**src/rtl/xswitch_mst_bridge.sv**
```systemverilog
// xswitch_mst_bridge: master-side switch adapter with request FIFO, in-flight limiter and 1-entry response slice.
// Revision: 1.0
`default_nettype none

module xswitch_mst_bridge #(
  parameter int REQ_W    = 66,
  parameter int RSP_W    = 37,
  parameter int DEPTH    = 4,
  parameter int MAX_OUTS = 8
) (
  input  logic                            clk,
  input  logic                            rst,
  input  logic                            m_req_vld,
  input  logic [REQ_W-1:0]                m_req_pkt,
  output logic                            m_req_gnt,
  output logic                            m_rsp_vld,
  output logic [RSP_W-1:0]                m_rsp_pkt,
  input  logic                            m_rsp_gnt,
  output logic                            x_req_vld,
  output logic [REQ_W-1:0]                x_req_pkt,
  input  logic                            x_req_gnt,
  input  logic                            x_rsp_vld,
  input  logic [RSP_W-1:0]                x_rsp_pkt,
  output logic                            x_rsp_gnt,
  output logic [$clog2(MAX_OUTS+1)-1:0]   inflight,
  output logic [$clog2(DEPTH+1)-1:0]      fifo_lvl,
  output logic                            err_unexp
);

  localparam int PTR_W = $clog2(DEPTH);
  localparam int LVL_W = $clog2(DEPTH+1);
  localparam int CNT_W = $clog2(MAX_OUTS+1);
  localparam logic [LVL_W-1:0] LVL_FULL = LVL_W'(DEPTH);
  localparam logic [CNT_W-1:0] CNT_MAX  = CNT_W'(MAX_OUTS);

  logic [REQ_W-1:0] mem_q [DEPTH];
  logic [PTR_W-1:0] wr_ptr_q, wr_ptr_d;
  logic [PTR_W-1:0] rd_ptr_q, rd_ptr_d;
  logic [LVL_W-1:0] lvl_q, lvl_d;
  logic [CNT_W-1:0] cnt_q, cnt_d;
  logic             slice_full_q, slice_full_d;
  logic [RSP_W-1:0] slice_pkt_q, slice_pkt_d;
  logic             err_q, err_d;

  logic push, pop, rsp_in, rsp_out;

  // Grant depends only on registered state so the master never sees a vld->gnt loop.
  assign m_req_gnt = !rst && (lvl_q < LVL_FULL) && (cnt_q < CNT_MAX);
  assign push      = m_req_vld && m_req_gnt;
  assign x_req_vld = (lvl_q != '0);
  assign x_req_pkt = mem_q[rd_ptr_q];
  assign pop       = x_req_vld && x_req_gnt;

  assign x_rsp_gnt = !rst && (!slice_full_q || m_rsp_gnt);
  assign rsp_in    = x_rsp_vld && x_rsp_gnt;
  assign m_rsp_vld = slice_full_q;
  assign m_rsp_pkt = slice_pkt_q;
  assign rsp_out   = slice_full_q && m_rsp_gnt;

  assign inflight  = cnt_q;
  assign fifo_lvl  = lvl_q;
  assign err_unexp = err_q;

  always_comb begin
    wr_ptr_d = wr_ptr_q;
    rd_ptr_d = rd_ptr_q;
    lvl_d    = lvl_q;
    cnt_d    = cnt_q;
    if (push) wr_ptr_d = wr_ptr_q + PTR_W'(1);
    if (pop)  rd_ptr_d = rd_ptr_q + PTR_W'(1);
    case ({push, pop})
      2'b10:   lvl_d = lvl_q + LVL_W'(1);
      2'b01:   lvl_d = lvl_q - LVL_W'(1);
      default: lvl_d = lvl_q;
    endcase
    // An unexpected response delivered at zero leaves the counter at zero.
    case ({push, rsp_out})
      2'b10:   cnt_d = cnt_q + CNT_W'(1);
      2'b01:   cnt_d = (cnt_q == '0) ? '0 : cnt_q - CNT_W'(1);
      default: cnt_d = cnt_q;
    endcase
    slice_full_d = rsp_in || (slice_full_q && !m_rsp_gnt);
    slice_pkt_d  = rsp_in ? x_rsp_pkt : slice_pkt_q;
    err_d        = err_q || (rsp_in && (cnt_q == '0));
  end

  always_ff @(posedge clk) begin
    if (rst) begin
      wr_ptr_q     <= '0;
      rd_ptr_q     <= '0;
      lvl_q        <= '0;
      cnt_q        <= '0;
      slice_full_q <= 1'b0;
      slice_pkt_q  <= '0;
      err_q        <= 1'b0;
    end else begin
      wr_ptr_q     <= wr_ptr_d;
      rd_ptr_q     <= rd_ptr_d;
      lvl_q        <= lvl_d;
      cnt_q        <= cnt_d;
      slice_full_q <= slice_full_d;
      slice_pkt_q  <= slice_pkt_d;
      err_q        <= err_d;
    end
  end

  always_ff @(posedge clk) begin
    if (push) mem_q[wr_ptr_q] <= m_req_pkt;
  end

endmodule

`default_nettype wire

```
**config.mk**
```make
export PLATFORM = sky130hd
export DESIGN_NAME = xswitch_mst_bridge
export DESIGN_NICKNAME = d
export VERILOG_FILES = /design/src/rtl/xswitch_mst_bridge.sv
export SDC_FILE = /design/constraint.sdc
export NUM_CORES = 1
export LEC_CHECK = 0
export ABC_AREA = 1
export CELL_PAD_IN_SITES_DETAIL_PLACEMENT = 1
export CELL_PAD_IN_SITES_GLOBAL_PLACEMENT = 1
export CORE_ASPECT_RATIO = 1.5
export CORE_MARGIN = 4
export CORE_UTILIZATION = 29
export DETAILED_ROUTE_END_ITERATION = 12
export GPL_TIMING_DRIVEN = 1
export PLACE_DENSITY_LB_ADDON = 0.1
export SLEW_MARGIN = 20
export SYNTH_ARGS = -nofsm -noshare
export SYNTH_HDL_FRONTEND = slang
export SYNTH_SLANG_ARGS = --single-unit
```
**constraint.sdc**
```tcl
create_clock -name clk -period 5.2 [get_ports clk]
set_input_delay 1.04 -clock clk [delete_from_list [all_inputs] [get_ports clk]]
set_output_delay 1.04 -clock clk [all_outputs]
set_load 0.02 [all_outputs]
```
==> metrics.md, run 1 <==
| Metric | Value |
|---|---|
| Unrepaired setup endpoints after global routing | no |
| Buffer count from post-CTS setup fixing | 0 |
| Die area | 44200 sq um |
| Clk buf depth | 3 |
| Largest net degree at the start of global routing | 96 |
| Avg Cell Area, Syn | 13.0 sq um |
| Max-slew headroom | 31.7% |
| Overall global routing resource usage | 14.2% |
| Fin Clk Skew | 0.0167 ns |
| Layout cells sized above 1 | 6.83% |
| Total nets after synthesis | 1030 |
| Cell Area, Placed | 14600 sq um |
| Endpoint, Worst Hold | m_rsp_pkt[16]$_SDFFE_PP0P_ |
| Library cells used by synthesis | 25 |
| Design Area, Final | 15700 sq um |
| Remaining antenna violation count | 0 |
| Final setup vio count | 0 |
| R2R Path End | fifo_lvl[2]$_SDFFE_PP0P_ |
| Worst slew pin tran | 1.02 ns |
| Hold path depth | 2 |
| Vias in the first global route | 8620 |
| Critical Path End Type | primary output |
| CP Data Required Time | 4.16 ns |
| CP Launch Type | flop |
| Skew-Pair Late Insertion Delay | 0.52 ns |
| Top post-synthesis cells by area | edfxtp_1 (67%), dfxtp_1 (8.8%), o21ai_0 (6.6%), nor2_1 (4.7%), o22ai_1 (3.5%) |
| Cell breakdown of the critical path | buf_4, o21ai_0, o22ai_1, clkdlybuf4s50_1 |
| Resized Gates After CTS | 0 |
| Number of hold buffers added after cts | 0 |
| Post-Synth Adder-Cell Area | 1.01% |
| Power per cell area | 459 nW/um^2 |
| First-pass GRT wire length | 49800 um |
| Global-route congestion overflow total | 0 |
| Yosys warns | 0 |
| Mux cell area share after synthesis | 0% |
| Post-synthesis compound-gate area fraction | 11.7% |
| Yosys top cell by area | edfxtp_1 |
| CTS root buf | clkbuf_16 |
| WL/cell | 19.3 um |
| Initial DRC count | 350 |
| Initial antenna violation count | 2 |
| I/O pins | 224 |
| Total clock buffers created by CTS | 34 |
| FF/Latch Area | 8970 sq um |
| Worst hold path type | reg2reg |
| Vias per cell | 4.78 |
| Worst reg2reg path depth | 9 |
| Final Worst Setup Slack | 0.936 ns |
| Worst-path cell with the longest stage delay | buf_4 |
| Initial Util | 29.4% |
| Drt pass-1 iters | 4 |
| Status | finished clean |
| # fillers | 4293 |
| Post-synth top area share | 67.0% |
| Max stage delay on crit path | 0.81 ns |
| Width of the die | 173 um |
| XOR/XNOR Fraction of Synth Area | 0.0740% |
| Syn Inst Count | 912 |
| Post-layout nets | 1249 |
| CP arrival | 3.22 ns |
| Synth Register Bits | 316 |
| Worst R2R Start | inflight[3]$_SDFFE_PP0P_ |
| Drt drc | 0 |
| RD Place Congestion | 0.690 |
| Largest family of logic cells by synthesized area | compound AO/OA/AOI/OAI gates |
| Switching Fraction | 29.5% |
| Seq/Total Area, Yosys | 75.8% |
| Sw Pwr | 2.13 mW |
| Row cnt | 90 |
| I/O Buffers | 223 |
| Post-detail-place hpwl | 19300 um |
| Peak Freq | 235 MHz |
| Pins over their slew limit | 0 |
| # clock sinks | 316 |
| Internal | 5.09 mW |
| Min cycle time layout | 4.26 ns |
| Clk pin slew, worst setup/hold paths | 0.06 ns |
| # diodes | 0 |
| Maximum vdd drop | 0.210 mV |
| CP Max Fanout | 95 |
| Combinational power share | 24.6% |
| Clk pwr share | 34.5% |
| WS Path Type | reg2out |
| Area Overhead vs Synth | 32.7% |
| Place WS | 1.38 ns |
| WL final | 32000 um |
| Core area | 40300 sq um |
| Hold_sp | m_rsp_pkt[16]$_SDFFE_PP0P_ |
| Static leakage | 5.28 nW |
| Netlist Area Pre-Place | 11800 sq um |
| Final hold violations | 0 |
| TritonCTS clock tree | built |
| H-tree depth | 2 |
| Multi-input logic area | 2510 sq um |
| Synth Area in Simple Gates | 8.11% |
| Reg2Reg Setup Slack | 2.93 ns |
| Via count | 7951 |
| Chip Height | 255 um |
| Share of power burned in registers | 40.9% |
| Fin crit share | 82.0% |
| Max-cap violations | 0 |
## final cells by class
type                            instances  share of cell area (%)
Inverter                               23                   0.565
Multi-Input combinational cell        518                    16.0
Clock inverter                         18                    1.24
Sequential cell                       316                    57.1
Clock buffer                           43                    6.10
Tap cell                              506                    4.03
Timing Repair Buffer                  238                    15.0
## placed cells by master (no fill, tap or decap), types with 2 or more instances in the layout
master and count:
a21oi_1 16, buf_4 14, bufinv_16 4, clkbuf_1 5, clkbuf_16 37, clkdlybuf4s50_1 223, clkinv_1 4, clkinv_2 8
dfxtp_1 50, edfxtp_1 264, ha_1 8, inv_1 20, inv_2 2, nand2_1 89, nand3_1 6, nor2_1 143
nor2_4 4, o21ai_0 157, o21ai_1 21, o22ai_1 66
## critical path: cells and delay by family (launching register included)
kind,cells,cell delay (ns)
compound gates,2,0.53
flops,1,0.62
buf+inv,2,1.48
## per-stage QoR
step,utilization [%],hold slack (ns),instances,power (mW),TNS [ns]
after floorplan,-,0.454,912,3.96,-16.54
after global placement,36.1,0.450,1601,4.82,0
after detailed placement,36.1,0.468,1601,4.83,0
after CTS,39.0,0.479,1662,7.37,0
after global routing,39.0,0.506,1662,7.60,0
final,39.0,0.477,1662,7.22,0
## cell usage after synthesis
cell	n
clkbuf_1	33
fa_1	1
nor3b_2	1
nor3b_1	1
nor2_1	147
nand4_1	1
buf_4	6
nand2_1	89
nor3_1	1
xor2_1	1
o21ai_1	21
or2_2	1
edfxtp_1	264
buf_6	10
o22ai_1	66
inv_1	21
inv_2	1
buf_2	6
a21oi_1	16
nand3_1	6
nand2_2	1
clkinv_1	1
dfxtp_1	52
ha_1	8
o21ai_0	157
## per-layer routing
metal	vias to the layer above	part of all wire (%)	track usage, %
met4	4	2.0	3.77
met2	199	50	24.6
met3	44	7.4	4.90
li1	3743	-	-
met5	-	0.084	0
met1	3961	41	17.0
## worst max-delay path by stage
stage	cells after the start	endpoint	slack, ns
4_1_cts	4	x_req_pkt[4]	0.81
3_3_place_gp	4	x_req_pkt[4]	1.41
6_report	4	x_req_pkt[4]	0.94
5_1_grt	4	x_req_pkt[0]	0.70
2_1_floorplan	4	mem_q[0][0]$_DFFE_PP_	-0.06
3_5_place_dp	4	x_req_pkt[4]	1.38
## sequential cells by signal, summed over array words and instances (netlist names), named ones only
name	flops
mem_q	264
m_rsp_pkt	37
inflight	4
fifo_lvl	3
rd_ptr_q	2
wr_ptr_q	2
err_unexp	1
m_rsp_vld	1
## power groups by stage
stage / clock [mW] / combinational [mW] / sequential (mW)
3_5_place_dp: 0 / 1.82 / 3.01
4_1_cts: 2.59 / 1.83 / 2.96
6_report: 2.49 / 1.77 / 2.95
3_3_place_gp: 0 / 1.82 / 3.01
5_1_grt: 2.68 / 1.94 / 2.97
2_1_floorplan: 0 / 0.946 / 3.02
## kinds of logic after synthesis
kind of cell	count (synthesis)
AND/OR/NAND/NOR	248
adder cells (fa/ha/maj)	9
buffers and inverters	78
AO/OA/AOI/OAI	260
flip-flops	316
XOR/XNOR	1
Note: power is estimated with default switching activity, not from simulation.
==> run 2: changes to the inputs <==
Clock period 5.2 ns to 3.56 ns, I/O delays scaled along.
==> run 2 against run 1 <==
Compared with the run above: total power up 44%; global-route usage down 0.23 points; sequential cell count stayed put; first-iteration DRC count down 14%; die area stayed put; critical path depth did not move; register-to-register slack worse by 1.6 ns; sequential share of layout area shrank 0.18 points; via count is 0.15% lower; clock skew is 0.0096 ns lower; sequential power rose by 46%; routed wire length decreased by 1.7%.
==> metrics.md, run 2 (synthesis gave the netlist of run 1 again) <==
| Metric | Value |
|---|---|
| Status | finished clean |
| Crit path max-delay family | buffers and inverters |
| Clk buf depth | 3 |
| CTS root buf | clkbuf_16 |
| Vias in the first global route | 8489 |
| First-pass GRT wire length | 49100 um |
| Width of the die | 173 um |
| Power per cell area | 660 nW/um^2 |
| Overall global routing resource usage | 14.0% |
| Design Area, Final | 15800 sq um |
| Chip Height | 255 um |
| Worst slew pin tran | 0.478 ns |
| Cell breakdown of the critical path | buf_4, o21ai_0, o22ai_1, clkdlybuf4s50_1 |
| CP Max Fanout | 39 |
| Critical Path End Type | primary output |
| Crit path buffers/inverters | 2 |
| I/O pins | 224 |
| Worst-path cell with the longest stage delay | clkdlybuf4s50_1 |
| Resized Gates After CTS | 0 |
| WS Path Type | reg2out |
| Reg2Reg Setup Slack | 1.33 ns |
| CP Launch Type | flop |
| Core area | 40300 sq um |
| Unrepaired setup endpoints after global routing | no |
| # clock sinks | 316 |
| Row cnt | 90 |
| I/O Buffers | 223 |
| Post-layout nets | 1252 |
| Clk pin slew, worst setup/hold paths | 0.06 ns |
| Place WS | 0.676 ns |
| Max reg flops | 264 |
| Drt drc | 0 |
| Area Overhead vs Synth | 33.2% |
| H-tree depth | 2 |
| Number of hold buffers added after cts | 0 |
| Final hold violations | 0 |
| Reg with most FFs | mem_q |
| WL final | 31500 um |
| Vias per cell | 4.77 |
| Cell Area, Placed | 14700 sq um |
| Global-route congestion overflow total | 0 |
| Pins over their slew limit | 0 |
| Commonest non-fill, non-tap cell in the layout | edfxtp_1 |
| # fillers | 4252 |
| Fin Clk Skew | 0.00714 ns |
| Static leakage | 5.28 nW |
| Final Worst Setup Slack | 0.303 ns |
| Initial Util | 29.4% |
| Most frequent cells in the layout | edfxtp_1 (264), clkdlybuf4s50_1 (223), o21ai_0 (157) |
| Layout cells sized above 1 | 6.82% |
| Buffer count from post-CTS setup fixing | 0 |
| Die area | 44200 sq um |
| Via count | 7939 |
| Initial DRC count | 302 |
| Final setup vio count | 0 |
| Peak Freq | 307 MHz |
| Fin crit share | 91.5% |
| RD Place Congestion | 0.679 |
| Post-detail-place hpwl | 19100 um |
| Total clock buffers created by CTS | 34 |
| Min cycle time layout | 3.26 ns |
| CP Data Required Time | 2.85 ns |
| Initial antenna violation count | 2 |
| # diodes | 0 |
| Max-slew headroom | 68.1% |
| TritonCTS clock tree | built |
| Worst hold path type | reg2reg |
| Max stage delay on crit path | 0.66 ns |
| Largest net degree at the start of global routing | 87 |
| Drt pass-1 iters | 4 |
| CP arrival | 2.54 ns |
| Remaining antenna violation count | 0 |
| Maximum vdd drop | 0.299 mV |
| Skew-Pair Late Insertion Delay | 0.51 ns |
| Max-cap violations | 0 |
| WL/cell | 18.9 um |
[run 2: changes by cell type in the layout (fill, tap and decap cells not counted), moves of 2 or more]
cell / change
bufinv_16: -2
clkbuf_1: +4
buf_12: +6
buf_4: -3
clkinvlp_4: +2
[run 2: per-stage QoR]
stage	TNS, ns	instances	util, %	hold slack [ns]	total power [mW]
floorplan	-80.90	912	-	0.454	5.78
CTS	0	1665	39.1	0.475	10.6
finish	0	1665	39.1	0.468	10.4
detailed placement	0	1604	36.4	0.460	7.07
global placement	0	1604	36.4	0.447	7.04
global route	0	1665	39.1	0.501	11.0
[run 2: worst paths after layout]
| kind | startpoint | endpoint | cells past startpoint |
|---|---|---|---|
| max | flop | x_req_pkt[15] | 4 |
| min | err_unexp$_SDFF_PP0_ | err_unexp$_SDFF_PP0_ | 2 |
| max reg2reg | inflight[3]$_SDFFE_PP0P_ | fifo_lvl[2]$_SDFFE_PP0P_ | 9 |
| min reg2reg | err_unexp$_SDFF_PP0_ | err_unexp$_SDFF_PP0_ | 2 |
[run 2: area by class of cell]
type	count	area (sq um)	area share (%)
Multi-Input combinational cell	518	2510	15.9
Clock buffer	48	987	6.26
Timing Repair Buffer	241	2450	15.6
Inverter	23	88.8	0.564
Tap cell	506	633	4.02
Sequential cell	316	8970	56.9
Clock inverter	13	118	0.746
[run 2: where the power goes]
group | total [mW] | internal, mW | switching (mW)
sequential | 4.31 | 4.20 | 0.114
combinational | 2.61 | 1.06 | 1.54
clock | 3.49 | 2.08 | 1.41
total | 10.4 | 7.34 | 3.06
[run 2: tightest hold or removal path, stage by stage, from the launching register on]
cell and delay [ns]:
dfxtp_1 0.33, a21oi_1 0.04, nor2_1 0.07
[run 2: metal layers]
| metal | routed length (um) | up-vias | part of all wire, % | GRT usage, % |
|---|---|---|---|---|
| li1 | - | 3756 | - | - |
| met1 | 12800 | 3932 | 41 | 16.3 |
| met2 | 15800 | 203 | 50 | 24.7 |
| met3 | 2270 | 44 | 7.2 | 4.81 |
| met4 | 643 | 4 | 2.0 | 3.91 |
| met5 | 20 | - | 0.064 | 0 |
